## src/rtl/tl_fc_pkg.sv

```systemverilog
// Shared flow-control definitions: FSM state codes, DataFC scale codes and the scale-to-shift helper.
package tl_fc_pkg;

   localparam logic [1:0] ST_IDLE   = 2'b00;
   localparam logic [1:0] ST_INIT   = 2'b01;
   localparam logic [1:0] ST_ACTIVE = 2'b10;

   localparam logic [1:0] SCALE_X1_0 = 2'b00;
   localparam logic [1:0] SCALE_X1_1 = 2'b01;
   localparam logic [1:0] SCALE_X4   = 2'b10;
   localparam logic [1:0] SCALE_X16  = 2'b11;

   function automatic logic [2:0] fc_shift_amt(input logic [1:0] scale);
      case (scale)
         SCALE_X4:  fc_shift_amt = 3'd2;
         SCALE_X16: fc_shift_amt = 3'd4;
         default:   fc_shift_amt = 3'd0;
      endcase
   endfunction

endpackage

```

## src/rtl/tl_tx_fc_gate.sv

```systemverilog
// Credit gate: passes when the request fits within the modular window ahead of consumed.
// Latency: combinational. Backpressure: ok=0 holds the requester off; no state.
module tl_tx_fc_gate #(
   parameter int CNT_W = 12,
   parameter int REQ_W = 9
) (
   input  logic             en,
   input  logic             infinite,
   input  logic [CNT_W-1:0] limit,
   input  logic [CNT_W-1:0] consumed,
   input  logic [REQ_W-1:0] req_creds,
   output logic             ok
);

   localparam logic [CNT_W-1:0] HALF = {1'b1, {(CNT_W-1){1'b0}}};

   logic [CNT_W-1:0] remain;

   // Window test is modular so counters may wrap freely
   assign remain = limit - (consumed + CNT_W'(req_creds));
   assign ok     = en & (infinite | (req_creds == '0) | (remain <= HALF));

endmodule

```

## src/rtl/tl_tx_fc_data.sv

```systemverilog
// TX posted/completion data-credit tracker; optional blocked-request timeout via TL_TX_FC_DATA_TIMEOUT_EN.
// Latency: tx_data_ok is combinational; registers update on the next edge. Backpressure: tx_data_ok=0 stalls.
module tl_tx_fc_data
   import tl_fc_pkg::*;
#(
   parameter int DATA_FIELD_SIZE  = 12,
   parameter int PAYLOAD_IN_CREDS = 9,
   parameter int TIMEOUT_CYCLES   = 4096
) (
   input  logic                        clk,
   input  logic                        rst,
   input  logic                        dll_init,
   input  logic                        fc_valid,
   input  logic [11:0]                 fc_data_field,
   input  logic [1:0]                  dll_data_scale,
   input  logic                        tlp_req,
   input  logic [PAYLOAD_IN_CREDS-1:0] tlp_data_creds,
   input  logic                        tlp_consume,
   output logic                        tx_data_ok,
   output logic [DATA_FIELD_SIZE-1:0]  credit_limit,
   output logic [DATA_FIELD_SIZE-1:0]  credits_consumed,
   output logic                        fc_infinite
`ifdef TL_TX_FC_DATA_TIMEOUT_EN
   ,
   output logic                        fc_timeout
`endif
);

   logic [1:0]                 state;
   logic [1:0]                 state_nxt;
   logic                       init_loaded;
   logic                       enter_init;
   logic                       grant;
   logic [19:0]                field_shifted;
   logic [DATA_FIELD_SIZE-1:0] scaled;

   assign field_shifted = {8'd0, fc_data_field} << fc_shift_amt(dll_data_scale);
   assign scaled        = field_shifted[DATA_FIELD_SIZE-1:0];
   assign enter_init    = dll_init && (state != ST_INIT);
   assign grant         = tx_data_ok && tlp_consume;

   always_comb begin
      state_nxt = state;
      case (state)
         ST_IDLE:   state_nxt = dll_init ? ST_INIT : ST_IDLE;
         ST_INIT:   state_nxt = dll_init ? ST_INIT : ST_ACTIVE;
         ST_ACTIVE: state_nxt = dll_init ? ST_INIT : ST_ACTIVE;
         default:   state_nxt = ST_IDLE;
      endcase
   end

   // Reset is folded into the enable so tx_data_ok is low for the whole reset cycle
   tl_tx_fc_gate #(
      .CNT_W (DATA_FIELD_SIZE),
      .REQ_W (PAYLOAD_IN_CREDS)
   ) u_gate (
      .en        ((state == ST_ACTIVE) && tlp_req && !rst),
      .infinite  (fc_infinite),
      .limit     (credit_limit),
      .consumed  (credits_consumed),
      .req_creds (tlp_data_creds),
      .ok        (tx_data_ok)
   );

   always_ff @(posedge clk) begin
      if (rst) begin
         state            <= ST_IDLE;
         credit_limit     <= '0;
         credits_consumed <= '0;
         fc_infinite      <= 1'b0;
         init_loaded      <= 1'b0;
      end else begin
         state <= state_nxt;
         // Only the first InitFC of an init sequence counts; retransmissions are dropped
         if ((state == ST_INIT) && fc_valid && !init_loaded) begin
            credit_limit <= scaled;
            fc_infinite  <= (fc_data_field == 12'd0);
            init_loaded  <= 1'b1;
         end else if ((state == ST_ACTIVE) && fc_valid && !fc_infinite) begin
            credit_limit <= scaled;
         end
         if (grant && !fc_infinite)
            credits_consumed <= credits_consumed + DATA_FIELD_SIZE'(tlp_data_creds);
         if (enter_init) begin
            credits_consumed <= '0;
            fc_infinite      <= 1'b0;
            init_loaded      <= 1'b0;
         end
      end
   end

`ifdef TL_TX_FC_DATA_TIMEOUT_EN
   localparam int TW = $clog2(TIMEOUT_CYCLES + 1);

   logic [TW-1:0] to_cnt;
   logic          blocked;

   assign blocked = (state == ST_ACTIVE) && tlp_req && !tx_data_ok;

   always_ff @(posedge clk) begin
      if (rst || enter_init) begin
         to_cnt     <= '0;
         fc_timeout <= 1'b0;
      end else if (tx_data_ok || fc_valid) begin
         to_cnt <= '0;
      end else if (blocked && (to_cnt != TW'(TIMEOUT_CYCLES))) begin
         to_cnt <= to_cnt + TW'(1);
         if (to_cnt == TW'(TIMEOUT_CYCLES - 1))
            fc_timeout <= 1'b1;
      end
   end
`endif

endmodule

```

## config.mk

```make
export PLATFORM = sky130hd
export DESIGN_NAME = tl_tx_fc_data
export DESIGN_NICKNAME = d
export VERILOG_FILES = /design/src/rtl/tl_fc_pkg.sv /design/src/rtl/tl_tx_fc_gate.sv /design/src/rtl/tl_tx_fc_data.sv
export SDC_FILE = /design/constraint.sdc
export NUM_CORES = 1
export LEC_CHECK = 0
export ABC_AREA = 1
export BUFFER_PORTS_ARGS = -buffer_cell sky130_fd_sc_hd__buf_2
export CAP_MARGIN = 20
export CORE_ASPECT_RATIO = 0.75
export CORE_MARGIN = 5
export CORE_UTILIZATION = 43
export DETAILED_ROUTE_END_ITERATION = 12
export PLACE_DENSITY = 0.66
export SLEW_MARGIN = 20
export SYNTH_ARGS = -nofsm -noshare
export SYNTH_HDL_FRONTEND = slang
export SYNTH_SLANG_ARGS = --single-unit
export TNS_END_PERCENT = 30
```

## constraint.sdc

```tcl
create_clock -name clk -period 4.2 [get_ports clk]
set_input_delay 0.42 -clock clk [delete_from_list [all_inputs] [get_ports clk]]
set_output_delay 0.42 -clock clk [all_outputs]
set_load 0.02 [all_outputs]
```

==> implementation parameters, run 1 <==
Parameter                              Value

Outcome
  Outcome ... finished clean

STA
  Final Skew ... 0.00515 ns
  Count of final setup violators ... 0
  Final-layout setup total negative slack ... 0 ns
  Final slew viol count ... 0
  Final critical delay including setup and external delays ... 3.88 ns
  Final clock period utilization by the worst path ... 92.3%
  Final hold violation count ... 0
  Setup repair after global routing missed its margin ... no
  Top achievable clock speed ... 0.258 GHz
  Transition at the pin with the smallest max-transition slack ... 0.848 ns
  Slew Limit Headroom ... 43.3%

Clocking
  Buffers from clock root to sink, at most ... 2
  CTS Sinks ... 28
  H-tree levels ... 1
  Number of buffers inserted for hold repair after clock tree synthesis ... 0
  CTS Root Buffer Type ... sky130_fd_sc_hd__clkbuf_8
  Clock-pin slew reported for the worst setup and hold paths after clock tree synthesis ... 0.10 ns
  TritonCTS clock tree ... done
  Insertion delay to the later sink of the worst-skew pair ... 0.28 ns
  Clock buffer count from CTS ... 3

Critical path
  Slowest-stage cell, CP ... sky130_fd_sc_hd__fa_1
  Maximum fanout encountered on the critical timing path ... 3
  Data arrival, critical path ... 3.46 ns
  Sort of element at the start of the critical path ... flop
  Sequence of cells on the critical path ... ha_1 -> fa_1 -> nand3_1 -> nand2_1 -> a21oi_1 -> nor2_1 -> nor2_1 -> xor2_1 -> ha_1 -> nand2_1 -> inv_1 -> a21oi_1 -> nand2_1 -> nand2_1 -> nand3_1 -> nand2_1 -> nand4_1 -> nand3_2 -> and2_1 -> buf_2
  Worst r2r src ... credits_consumed[0]
  Critical Setup Path Class ... reg -> out
  Delay of the slowest cell on the worst path ... 0.41 ns
  Critical Path Most Common Cell ... sky130_fd_sc_hd__nand2_1
  Required time worst endpoint ... 3.78 ns
  Worst r2r dst ... credits_consumed[10]
  Kind of capture point of the worst setup path ... output port
  Cell count of the worst reg-to-reg path ... 22
  Flop-to-flop setup slack ... 0.60 ns

Power
  Leakage power summed over all cells ... 1.57 nW
  Power per cell area ... 240 nW/um^2
  IR Drop Worst-Case VDD ... 121 uV
  Total power after layout ... 710 uW

Synth
  Synthesized area per cell ... 6.36 sq um
  Post-synthesis cell area ... 2520 sq um
  Flip-flop and latch count after synthesis ... 28
  Number of warnings issued by yosys ... 0
  Distinct cell type count of the synthesized netlist ... 33
  Register area share after synthesis ... 22.3%
  Number of instances in the synthesized netlist ... 396
  Net count after synthesis ... 451

Placed design
  Buffers added on ports ... 54
  Global placement routability congestion ... 0.882
  Sum of net half-perimeters after detailed placement ... 5490 um

Worst hold path
  Worst hold path stage count ... 4
  Min-Delay Startpoint ... dll_init
  Worst Hold Class ... in -> reg
  Worst Hold Endpoint ... state[1]

Floorplan
  Initial standard-cell utilization of the core ... 43.9%
  Die Footprint ... 7500 sq um
  Die X-Extent ... 98.4 um
  # rows ... 24
  Die outline height ... 76.3 um
  Ports ... 55
  Core ar. ... 5740 sq um

Detailed routing
  Starting DRT DRC Count ... 156
  Routed length per placed instance ... 12.4 um
  Drt pass-1 iters ... 4
  Number of nets with antenna violations after routing ... 0
  Via Count ... 2615
  DRC ... 0
  Via count normalized by instance count ... 4.94
  Final wirelength ... 6540 um

Global route
  Number of antenna violations at the first check in global routing ... 0
  Pin count of the biggest net entering global routing ... 18
  Wire length of the first global-routing pass ... 11000 um
  Via count of the first global-routing pass ... 2366
  Overall overflow remaining after global route ... 0
  Tot GR Track Use ... 17.5%

Finish
  Number of diodes added for antenna fixing ... 0
  Commonest non-fill, non-tap cells in the layout ... 110 x sky130_fd_sc_hd__nand2_1, 64 x sky130_fd_sc_hd__inv_1, 54 x sky130_fd_sc_hd__buf_2
  Fraction of layout cells with a size suffix above 1 ... 19.5%
  Core utilization of the finished layout ... 51.5%
  Most frequent standard cell in the layout excluding fill and tap cells ... sky130_fd_sc_hd__nand2_1
  Reg area ... 562 sq um
  Multi-input combinational cell area ... 1670 sq um
  Filler cells ... 602
  Nets ... 507
  Area delta synth->final ... 17.3%

Run
  # Max-Cap Violations ... 0
registers in the layout, indices dropped and copies added (netlist names):
signal	cells
credit_limit	12
credits_consumed	12
fc_infinite	1
init_loaded	1
state	2
worst max-delay path by stage:
stage / cells after the start / slack [ns] / endpoint / startpoint
after floorplan: 20 / 0.67 / tx_data_ok / tlp_data_creds[0]
after global routing: 19 / 0.005 / tx_data_ok / credits_consumed[0]
after CTS: 20 / 0.25 / tx_data_ok / credits_consumed[0]
after detailed placement: 24 / 0.34 / credits_consumed[10] / tlp_data_creds[0]
after global placement: 21 / 0.45 / tx_data_ok / tlp_data_creds[0]
final: 20 / 0.32 / tx_data_ok / credits_consumed[0]
synthesized netlist by cell type:
cell                       number  area [sq um]
sky130_fd_sc_hd__nor4_1         4          25.0
sky130_fd_sc_hd__nor2_2         9          56.3
sky130_fd_sc_hd__o221ai_1       1          8.76
sky130_fd_sc_hd__a211oi_1       2          15.0
sky130_fd_sc_hd__clkinv_1       2          7.51
sky130_fd_sc_hd__a221oi_1       2          17.5
sky130_fd_sc_hd__inv_2          4          15.0
sky130_fd_sc_hd__nor3_1         3          15.0
sky130_fd_sc_hd__nand3b_1       2          15.0
sky130_fd_sc_hd__buf_2          2          10.0
sky130_fd_sc_hd__nand4_1       14          87.6
sky130_fd_sc_hd__nand2_2        6          37.5
sky130_fd_sc_hd__nor2_1        31           116
sky130_fd_sc_hd__ha_1          24           300
sky130_fd_sc_hd__nand3_1       18          90.1
sky130_fd_sc_hd__buf_6          1          11.3
sky130_fd_sc_hd__a21oi_1       18          90.1
sky130_fd_sc_hd__nand3_4        1          17.5
sky130_fd_sc_hd__xnor2_1        5          43.8
sky130_fd_sc_hd__and2_1         1          6.26
sky130_fd_sc_hd__xor2_1         4          35.0
sky130_fd_sc_hd__o211ai_1       2          15.0
sky130_fd_sc_hd__o21bai_1       1          7.51
sky130_fd_sc_hd__a31oi_1        6          37.5
sky130_fd_sc_hd__a21oi_2        1          8.76
sky130_fd_sc_hd__a41oi_1        5          43.8
sky130_fd_sc_hd__fa_1           2          40.0
sky130_fd_sc_hd__clkbuf_1       3          11.3
sky130_fd_sc_hd__inv_1         64           240
sky130_fd_sc_hd__nand2_1      110           413
sky130_fd_sc_hd__nand3_2        4          40.0
sky130_fd_sc_hd__dfxtp_1       28           561
sky130_fd_sc_hd__o21ai_0       16          80.1
layout make-up:
| type | instances | share of cell area, % |
|---|---|---|
| flip-flops and latches | 28 | 19.0 |
| multi-input cells | 292 | 56.5 |
| clock inverters | 1 | 1.02 |
| well taps | 78 | 3.30 |
| inverters | 70 | 8.89 |
| repair buffers | 57 | 9.91 |
| clock buffers | 3 | 1.40 |
where the power goes:
part           internal [mW]  switching [mW]  leakage, nW
registers              0.275          0.0104        0.228
logic                 0.0729           0.128         1.31
clock network          0.128          0.0962       0.0357
total                  0.476           0.234         1.57
kinds of logic (layout without fill, tap and decap cells):
| family | after synthesis | after routing | share of synthesized area [%] |
|---|---|---|---|
| compound gates | 54 | 54 | 12.9 |
| xor+xnor | 9 | 9 | 3.13 |
| fa+ha+maj | 26 | 26 | 13.5 |
| buf+inv | 76 | 131 | 11.7 |
| flops | 28 | 28 | 22.3 |
| simple gates | 203 | 203 | 36.5 |
stage by stage:
step,instance area [sq um],setup slack (ns),cells,hold WS (ns)
finish,2950,0.322,529,0.375
global route,2950,0.00487,529,0.382
CTS,2930,0.253,527,0.376
detailed placement,2860,0.342,523,0.454
global placement,2860,0.449,523,0.449
floorplan,2520,0.666,396,0.431
per-layer routing:
| metal | global-route usage, % | vias up | share of wire (%) |
|---|---|---|---|
| met5 | 0 | - | 0 |
| met4 | 3.41 | 0 | 1.1 |
| met3 | 3.29 | 8 | 6.6 |
| met2 | 27.0 | 76 | 42 |
| met1 | 25.3 | 1133 | 50 |
| li1 | - | 1398 | - |
worst max-delay path, delay by kind of cell (launching register included):
kind	cells	cell delay, ns
buffers and inverters	2	0.23
AO/OA/AOI/OAI	2	0.32
XOR/XNOR	1	0.24
adder cells (fa/ha/maj)	3	0.91
flip-flops	1	0.35
AND/OR/NAND/NOR	12	1.14
timing repair:
item | 4_1_cts | 5_1_grt
endpoints found under the hold margin | 0 | 0
buffers inserted | 0 | 2
resized for setup | 0 | 2
endpoints found under the setup margin | 0 | 1
Power figures use the tool's default switching activity.
==> run 2, diff against run 1 <==
MAX_ROUTING_LAYER = met4   (was not set)
==> implementation parameters, run 2 (same netlist as run 1, synthesis figures left out) <==
Parameter                              Value

Finish
  Number of diodes added for antenna fixing ... 0 (unchanged)
  Fraction of layout cells with a size suffix above 1 ... 19.5% (unchanged)
  Area delta synth->final ... 17.3% (unchanged)
  Commonest non-fill, non-tap cells in the layout ... 110 x sky130_fd_sc_hd__nand2_1, 64 x sky130_fd_sc_hd__inv_1, 54 x sky130_fd_sc_hd__buf_2 (unchanged)
  Reg area ... 562 sq um (unchanged)
  Most frequent standard cell in the layout excluding fill and tap cells ... sky130_fd_sc_hd__nand2_1 (unchanged)
  Top Registers ... credit_limit x12, credits_consumed x12, state x2 (unchanged)
  Filler cells ... 602 (unchanged)
  Multi-input combinational cell area ... 1670 sq um (unchanged)
  Nets ... 507 (unchanged)

STA
  Count of final setup violators ... 0 (unchanged)
  Final-layout setup total negative slack ... 0 ns (unchanged)
  Final Skew ... 0.00774 ns (was 0.00515 ns)
  Final clock period utilization by the worst path ... 92.3% (about the same)
  Top achievable clock speed ... 0.258 GHz (about the same)
  Final critical delay including setup and external delays ... 3.88 ns (about the same)
  Worst hold margin ... 0.380 ns (was 0.375 ns)
  Slew Limit Headroom ... 43.4% (was 43.3%)
  Final hold violation count ... 0 (unchanged)
  Setup repair after global routing missed its margin ... no (unchanged)
  Transition at the pin with the smallest max-transition slack ... 0.846 ns (was 0.848 ns)
  Final slew viol count ... 0 (unchanged)

Clocking
  Buffers from clock root to sink, at most ... 2 (unchanged)
  Clock buffer count from CTS ... 3 (unchanged)
  CTS Root Buffer Type ... sky130_fd_sc_hd__clkbuf_8 (unchanged)
  Insertion delay to the later sink of the worst-skew pair ... 0.29 ns (was 0.28 ns)
  CTS Sinks ... 28 (unchanged)
  Clock-pin slew reported for the worst setup and hold paths after clock tree synthesis ... 0.10 ns (about the same)
  TritonCTS clock tree ... done (unchanged)
  H-tree levels ... 1 (unchanged)

Critical path
  Delay of the slowest cell on the worst path ... 0.41 ns (about the same)
  Worst Setup SP ... credits_consumed[0] (unchanged)
  Sort of element at the start of the critical path ... flop (unchanged)
  Required time worst endpoint ... 3.78 ns (about the same)
  Maximum fanout encountered on the critical timing path ... 3 (unchanged)
  Critical Setup Path Class ... reg -> out (unchanged)
  Data arrival, critical path ... 3.46 ns (about the same)
  Largest delay contributor family on the critical path ... adder cells (was simple AND/OR/NAND/NOR gates)
  Kind of capture point of the worst setup path ... output port (unchanged)
  Crit path buffers/inverters ... 4 (was 2)
  Slowest-stage cell, CP ... sky130_fd_sc_hd__fa_1 (unchanged)
  Sequence of cells on the critical path ... ha_1 -> fa_1 -> nand3_1 -> nand2_1 -> nand4_1 -> o211ai_1 -> nand2_1 -> a21oi_1 -> xor2_1 -> inv_1 -> ha_1 -> inv_1 -> o21bai_1 -> a31oi_1 -> nand3_1 -> inv_1 -> nand2_1 -> nand2_1 -> nand3_2 -> and2_1 -> buf_2 (was ha_1 -> fa_1 -> nand3_1 -> nand2_1 -> a21oi_1 -> nor2_1 -> nor2_1 -> xor2_1 -> ha_1 -> nand2_1 -> inv_1 -> a21oi_1 -> nand2_1 -> nand2_1 -> nand3_1 -> nand2_1 -> nand4_1 -> nand3_2 -> and2_1 -> buf_2)
  Worst r2r src ... credits_consumed[0] (unchanged)
  Critical Path Most Common Cell ... sky130_fd_sc_hd__nand2_1 (unchanged)

Power
  Power per cell area ... 240 nW/um^2 (about the same)
  Sequential fraction of design power ... 40.3% (was 40.2%)
  Switching part of the total ... 32.9% (was 33.0%)
  Int Power ... 476 uW (about the same)
  Part of the power in the clock network ... 31.4% (was 31.6%)
  Leakage power summed over all cells ... 1.57 nW (unchanged)
  Sw power ... 233 uW (was 234 uW)
  Comb pwr share ... 28.3% (was 28.2%)
  IR Drop Worst-Case VDD ... 121 uV (about the same)

Global route
  Pin count of the biggest net entering global routing ... 18 (unchanged)
  Tot GR Track Use ... 17.9% (was 17.5%)
  Via count of the first global-routing pass ... 2364 (was 2366)
  Wire length of the first global-routing pass ... 11000 um (about the same)
  Overall overflow remaining after global route ... 0 (unchanged)
  Number of antenna violations at the first check in global routing ... 0 (unchanged)

Floorplan
  Die X-Extent ... 98.4 um (unchanged)
  # rows ... 24 (unchanged)
  Die outline height ... 76.3 um (unchanged)
  Core ar. ... 5740 sq um (unchanged)
  Initial standard-cell utilization of the core ... 43.9% (unchanged)
  Die Footprint ... 7500 sq um (unchanged)
  Ports ... 55 (unchanged)

Detailed routing
  Met3 Routed Length ... 357 um (was 432 um)
  Via Count ... 2608 (was 2615)
  Routed length per placed instance ... 12.4 um (about the same)
  Drt pass-1 iters ... 5 (was 4)
  M1 wire length ... 3370 um (was 3290 um)
  Routed length on met2 ... 2730 um (was 2740 um)
  Top layer used by detailed routing ... met4 (unchanged)
  Number of nets with antenna violations after routing ... 0 (unchanged)
  DRC ... 0 (unchanged)
  Final wirelength ... 6540 um (about the same)
  Starting DRT DRC Count ... 142 (was 156)
  Via count normalized by instance count ... 4.93 (was 4.94)

Run
  # Max-Cap Violations ... 0 (unchanged)

Placed design
  Buffers added on ports ... 54 (unchanged)
  Global placement routability congestion ... 0.897 (was 0.882)
  Sum of net half-perimeters after detailed placement ... 5490 um (unchanged)

Outcome
  Outcome ... finished clean (unchanged)

Worst hold path
  Min-Delay Startpoint ... dll_init (unchanged)
  Worst Hold Class ... in -> reg (unchanged)
-- run 2: cell counts in the layout (fill, tap and decap cells not counted) --
No cell type changed its count.
-- run 2: path summary, 6_finish.rpt --
path                         endpoint  slack, ns  cells after the start
setup reg to reg  credits_consumed[1]       0.60                     22
hold reg to reg           init_loaded       0.46                      2
hold / removal               state[1]       0.38                      4
setup / recovery           tx_data_ok       0.32                     21
-- run 2: metal layers --
metal | GRT usage [%] | vias up
li1 | - | 1397
met1 | 25.4 | 1126
met2 | 27.1 | 77
met3 | 3.02 | 8
met4 | 3.41 | 0
met5 | - | -
-- run 2: worst register-to-register path: stages (launching register included) --
cell	delay [ns]
sky130_fd_sc_hd__dfxtp_2	0.34
sky130_fd_sc_hd__ha_1	0.20
sky130_fd_sc_hd__fa_1	0.41
sky130_fd_sc_hd__nand3_1	0.08
sky130_fd_sc_hd__nand2_1	0.10
sky130_fd_sc_hd__a21oi_1	0.14
sky130_fd_sc_hd__nor2_1	0.05
sky130_fd_sc_hd__nor2_1	0.12
sky130_fd_sc_hd__xor2_1	0.24
sky130_fd_sc_hd__ha_1	0.30
sky130_fd_sc_hd__nand2_1	0.12
sky130_fd_sc_hd__inv_1	0.04
sky130_fd_sc_hd__a21oi_1	0.18
sky130_fd_sc_hd__nand2_1	0.10
sky130_fd_sc_hd__nand2_1	0.08
sky130_fd_sc_hd__nand3_1	0.07
sky130_fd_sc_hd__nand2_1	0.07
sky130_fd_sc_hd__nand4_1	0.11
sky130_fd_sc_hd__nand3_2	0.10
sky130_fd_sc_hd__buf_4	0.18
sky130_fd_sc_hd__nand3_4	0.20
sky130_fd_sc_hd__nor2_1	0.22
sky130_fd_sc_hd__nor2_2	0.05
-- run 2: area by class of cell --
| cell class | count | area share (%) |
|---|---|---|
| clock inverter | 1 | 1.02 |
| tap | 78 | 3.30 |
| clock buffer | 3 | 1.40 |
| sequential | 28 | 19.0 |
| multi-input combinational | 292 | 56.5 |
| inverter | 70 | 8.89 |
| timing repair buffer | 57 | 9.91 |
-- run 2: power by group through the flow --
stage / registers (mW) / logic [mW] / clock network, mW
6_report: 0.285 / 0.201 / 0.223
5_1_grt: 0.287 / 0.228 / 0.241
4_1_cts: 0.285 / 0.198 / 0.230
3_5_place_dp: 0.291 / 0.196 / 0
3_3_place_gp: 0.291 / 0.194 / 0
2_1_floorplan: 0.297 / 0.129 / 0
-- run 2: timing repair --
| item | 4_1_cts | 5_1_grt |
|---|---|---|
| buffers inserted | 0 | 2 |
| hold buffers | 0 | 0 |
| resized for setup | 0 | 2 |
| setup endpoints to repair | 0 | 1 |
-- run 2: metrics by stage --
stage / instances / worst slack [ns] / total power [mW] / util (%) / area [sq um]
2_1_floorplan: 396 / 0.666 / 0.426 / - / 2520
3_3_place_gp: 523 / 0.449 / 0.485 / 49.9 / 2860
3_5_place_dp: 523 / 0.342 / 0.488 / 49.9 / 2860
4_1_cts: 527 / 0.253 / 0.713 / 51.1 / 2930
5_1_grt: 529 / 0.00486 / 0.756 / 51.5 / 2950
6_report: 529 / 0.324 / 0.709 / 51.5 / 2950
==> run 3, diff against run 2 <==
PLACE_DENSITY = not set   (was 0.66)
SYNTH_HIERARCHICAL = 1   (was not set)
clock period = 3.8 ns   (was 4.2 ns; I/O delays follow)
==> implementation parameters, run 3 <==
Parameter                              Value

STA
  Setup repair after global routing missed its margin ... no (unchanged)
  Final hold violation count ... 0 (unchanged)
  Final-layout setup total negative slack ... 0 ns (unchanged)
  Count of final setup violators ... 0 (unchanged)
  Final critical delay including setup and external delays ... 3.51 ns
  Final clock period utilization by the worst path ... 92.4%
  Slew Limit Headroom ... 63.4% (was 43.4%)
  Top achievable clock speed ... 0.285 GHz
  Transition at the pin with the smallest max-transition slack ... 0.549 ns (was 0.846 ns)
  Final slew viol count ... 0 (unchanged)
  Final Skew ... 0.0140 ns (was 0.00774 ns)

Global route
  Via count of the first global-routing pass ... 2701 (was 2364)
  Wire length of the first global-routing pass ... 13200 um (was 11000 um)
  Tot GR Track Use ... 19.6% (was 17.9%)
  Overall overflow remaining after global route ... 0 (unchanged)
  Number of antenna violations at the first check in global routing ... 0 (unchanged)
  Pin count of the biggest net entering global routing ... 22 (was 18)

Floorplan
  Die X-Extent ... 106 um (was 98.4 um)
  Die outline height ... 82.0 um (was 76.3 um)
  Initial standard-cell utilization of the core ... 43.9% (about the same)
  Die Footprint ... 8680 sq um (was 7500 sq um)
  # rows ... 26 (was 24)
  Ports ... 55 (unchanged)
  Core ar. ... 6770 sq um (was 5740 sq um)

Finish
  Area delta synth->final ... 13.5% (was 17.3%)
  Number of diodes added for antenna fixing ... 0 (unchanged)
  Most frequent standard cell in the layout excluding fill and tap cells ... sky130_fd_sc_hd__nand2_1 (unchanged)
  Top Registers ... credit_limit x12, credits_consumed x12, state x2 (unchanged)
  Nets ... 584 (was 507)
  Fraction of layout cells with a size suffix above 1 ... 19.8% (was 19.5%)
  Commonest non-fill, non-tap cells in the layout ... 100 x sky130_fd_sc_hd__nand2_1, 89 x sky130_fd_sc_hd__inv_1, 53 x sky130_fd_sc_hd__buf_2 (was 110 x sky130_fd_sc_hd__nand2_1, 64 x sky130_fd_sc_hd__inv_1, 54 x sky130_fd_sc_hd__buf_2)

Power
  Power per cell area ... 256 nW/um^2 (was 240 nW/um^2)
  IR Drop Worst-Case VDD ... 164 uV (was 121 uV)
  Total power after layout ... 863 uW (was 709 uW)
  Leakage power summed over all cells ... 1.87 nW (was 1.57 nW)

Synth
  Distinct cell type count of the synthesized netlist ... 33 (unchanged)
  Post-synthesis cell area ... 2970 sq um (was 2520 sq um)
  Register area share after synthesis ... 18.9% (was 22.3%)
  Share of async-settable or async-resettable flops after synthesis ... 0% (unchanged)
  Biggest area contributors in the synthesized netlist ... sky130_fd_sc_hd__dfxtp_1 19%, sky130_fd_sc_hd__nand2_1 13%, sky130_fd_sc_hd__ha_1 12% (was sky130_fd_sc_hd__dfxtp_1 22%, sky130_fd_sc_hd__nand2_1 16%, sky130_fd_sc_hd__ha_1 12%)
  Flip-flop and latch count after synthesis ... 28 (unchanged)
  Cell taking the most area after synthesis ... sky130_fd_sc_hd__dfxtp_1 (unchanged)
  List of most frequent post-synthesis cells ... 101 x sky130_fd_sc_hd__nand2_1, 89 x sky130_fd_sc_hd__inv_1, 44 x sky130_fd_sc_hd__nor2_1 (was 110 x sky130_fd_sc_hd__nand2_1, 64 x sky130_fd_sc_hd__inv_1, 31 x sky130_fd_sc_hd__nor2_1)
  Number of synthesized flops with an enable pin ... 0 (unchanged)
  Library cell with the highest instance count after synthesis ... sky130_fd_sc_hd__nand2_1 (unchanged)
  Most common flop cell mapped by yosys ... sky130_fd_sc_hd__dfxtp_1 (unchanged)
  Number of warnings issued by yosys ... 6 (was 0)
  Synthesized area per cell ... 6.41 sq um (was 6.36 sq um)
  Fraction of synthesized cell area taken by the top area cell type ... 18.9% (was 22.3%)
  Number of instances in the synthesized netlist ... 463 (was 396)
  Net count after synthesis ... 530 (was 451)

Detailed routing
  Number of nets with antenna violations after routing ... 0 (unchanged)
  Routed length per placed instance ... 13.6 um (was 12.4 um)
  Drt pass-1 iters ... 5 (unchanged)
  DRC ... 0 (unchanged)
  Starting DRT DRC Count ... 121 (was 142)
  Final wirelength ... 8160 um (was 6540 um)
  Via Count ... 2972 (was 2608)
  Via count normalized by instance count ... 4.95 (was 4.93)

Clocking
  H-tree levels ... 1 (unchanged)
  Insertion delay to the later sink of the worst-skew pair ... 0.29 ns (about the same)
  CTS Root Buffer Type ... sky130_fd_sc_hd__clkbuf_8 (unchanged)
  Buffers from clock root to sink, at most ... 2 (unchanged)
  TritonCTS clock tree ... done (unchanged)
  Clock buffer count from CTS ... 3 (unchanged)
  Clock-pin slew reported for the worst setup and hold paths after clock tree synthesis ... 0.11 ns (was 0.10 ns)
  Post-CTS setup buffer count ... 0 (unchanged)
  CTS Sinks ... 28 (unchanged)

Critical path
  Kind of capture point of the worst setup path ... output port (unchanged)
  Sort of element at the start of the critical path ... flop (unchanged)
  Data arrival, critical path ... 3.13 ns (was 3.46 ns)
  Critical Setup Path Class ... reg -> out (unchanged)
  Maximum fanout encountered on the critical timing path ... 3 (unchanged)
  Required time worst endpoint ... 3.42 ns (was 3.78 ns)

Worst hold path
  Worst Hold Class ... in -> reg (unchanged)

Placed design
  Sum of net half-perimeters after detailed placement ... 6840 um (was 5490 um)
  Buffers added on ports ... 54 (unchanged)
  Global placement routability congestion ... 0.958 (was 0.897)

Run
  # Max-Cap Violations ... 0 (unchanged)

Outcome
  Outcome ... finished clean (unchanged)
[run 3: area by class of cell]
class	instances	area, sq um
Multi-Input combinational cell	332	2000
Clock buffer	4	55.1
Sequential cell	28	561
Tap cell	84	105
Fill cell	695	3400
Inverter	97	369
Timing Repair Buffer	55	280
[run 3: metal layers]
metal	part of all wire, %	GRT usage [%]	vias up	wire [um]
li1	-	-	1566	-
met1	52	28.9	1306	4230
met2	41	29.7	98	3380
met3	6.4	2.36	2	523
met4	0.27	2.46	0	22
met5	0	-	-	0
[run 3: metrics by stage]
| stage | hold slack (ns) | area (sq um) | instances | setup slack [ns] | utilization, % |
|---|---|---|---|---|---|
| floorplan | 0.449 | 2970 | 463 | 0.206 | - |
| global placement | 0.478 | 3300 | 596 | 0.448 | 48.8 |
| detailed placement | 0.487 | 3300 | 596 | 0.294 | 48.8 |
| CTS | 0.342 | 3360 | 600 | 0.209 | 49.6 |
| global route | 0.347 | 3370 | 600 | 0.00540 | 49.8 |
| finish | 0.336 | 3370 | 600 | 0.289 | 49.8 |
[run 3: path summary, 6_finish.rpt]
kind	from	end	slack, ns	depth (start not counted)
hold reg to reg	init_loaded	init_loaded	0.50	2
setup reg to reg	credits_consumed[0]	credits_consumed[10]	0.45	25
setup / recovery	credits_consumed[0]	tx_data_ok	0.29	20
hold / removal	rst	state[1]	0.34	2
[run 3: report_power, final]
part           switching [mW]  leakage (nW)  internal [mW]
clock network           0.104        0.0288         0.0931
logic                   0.225          1.62          0.127
registers              0.0106         0.227          0.304
[run 3: cell families after synthesis]
kind of cell	count (synthesis)	share of synthesized area, %
adders and majority gates	38	18.5
DFF	28	18.9
buffers and inverters	103	14.0
xor gates and xnor gates	6	1.77
AOI/OAI and AO/OA	65	12.9
and+or+nand+nor	223	33.9
[run 3: what timing repair did]
action | 4_1_cts | 5_1_grt
endpoints found under the setup margin | 0 | 7
resized for setup | 0 | 4
hold buffers | 0 | 0
[run 3: worst max-delay path: stages, from the launching register on]
cell and delay [ns]:
sky130_fd_sc_hd__dfxtp_1 0.36, sky130_fd_sc_hd__inv_1 0.07, sky130_fd_sc_hd__fa_1 0.47, sky130_fd_sc_hd__inv_1 0.07, sky130_fd_sc_hd__ha_1 0.13, sky130_fd_sc_hd__inv_1 0.04
sky130_fd_sc_hd__nand2_1 0.11, sky130_fd_sc_hd__inv_1 0.07, sky130_fd_sc_hd__fa_1 0.40, sky130_fd_sc_hd__inv_1 0.12, sky130_fd_sc_hd__nand2_1 0.08, sky130_fd_sc_hd__nand2_2 0.09
sky130_fd_sc_hd__nand3_1 0.09, sky130_fd_sc_hd__nand3_1 0.09, sky130_fd_sc_hd__nand2_2 0.06, sky130_fd_sc_hd__nor2_2 0.09, sky130_fd_sc_hd__nand3_1 0.08, sky130_fd_sc_hd__nor2_2 0.11
sky130_fd_sc_hd__nor2_1 0.07, sky130_fd_sc_hd__nor2_2 0.11, sky130_fd_sc_hd__buf_4 0.16
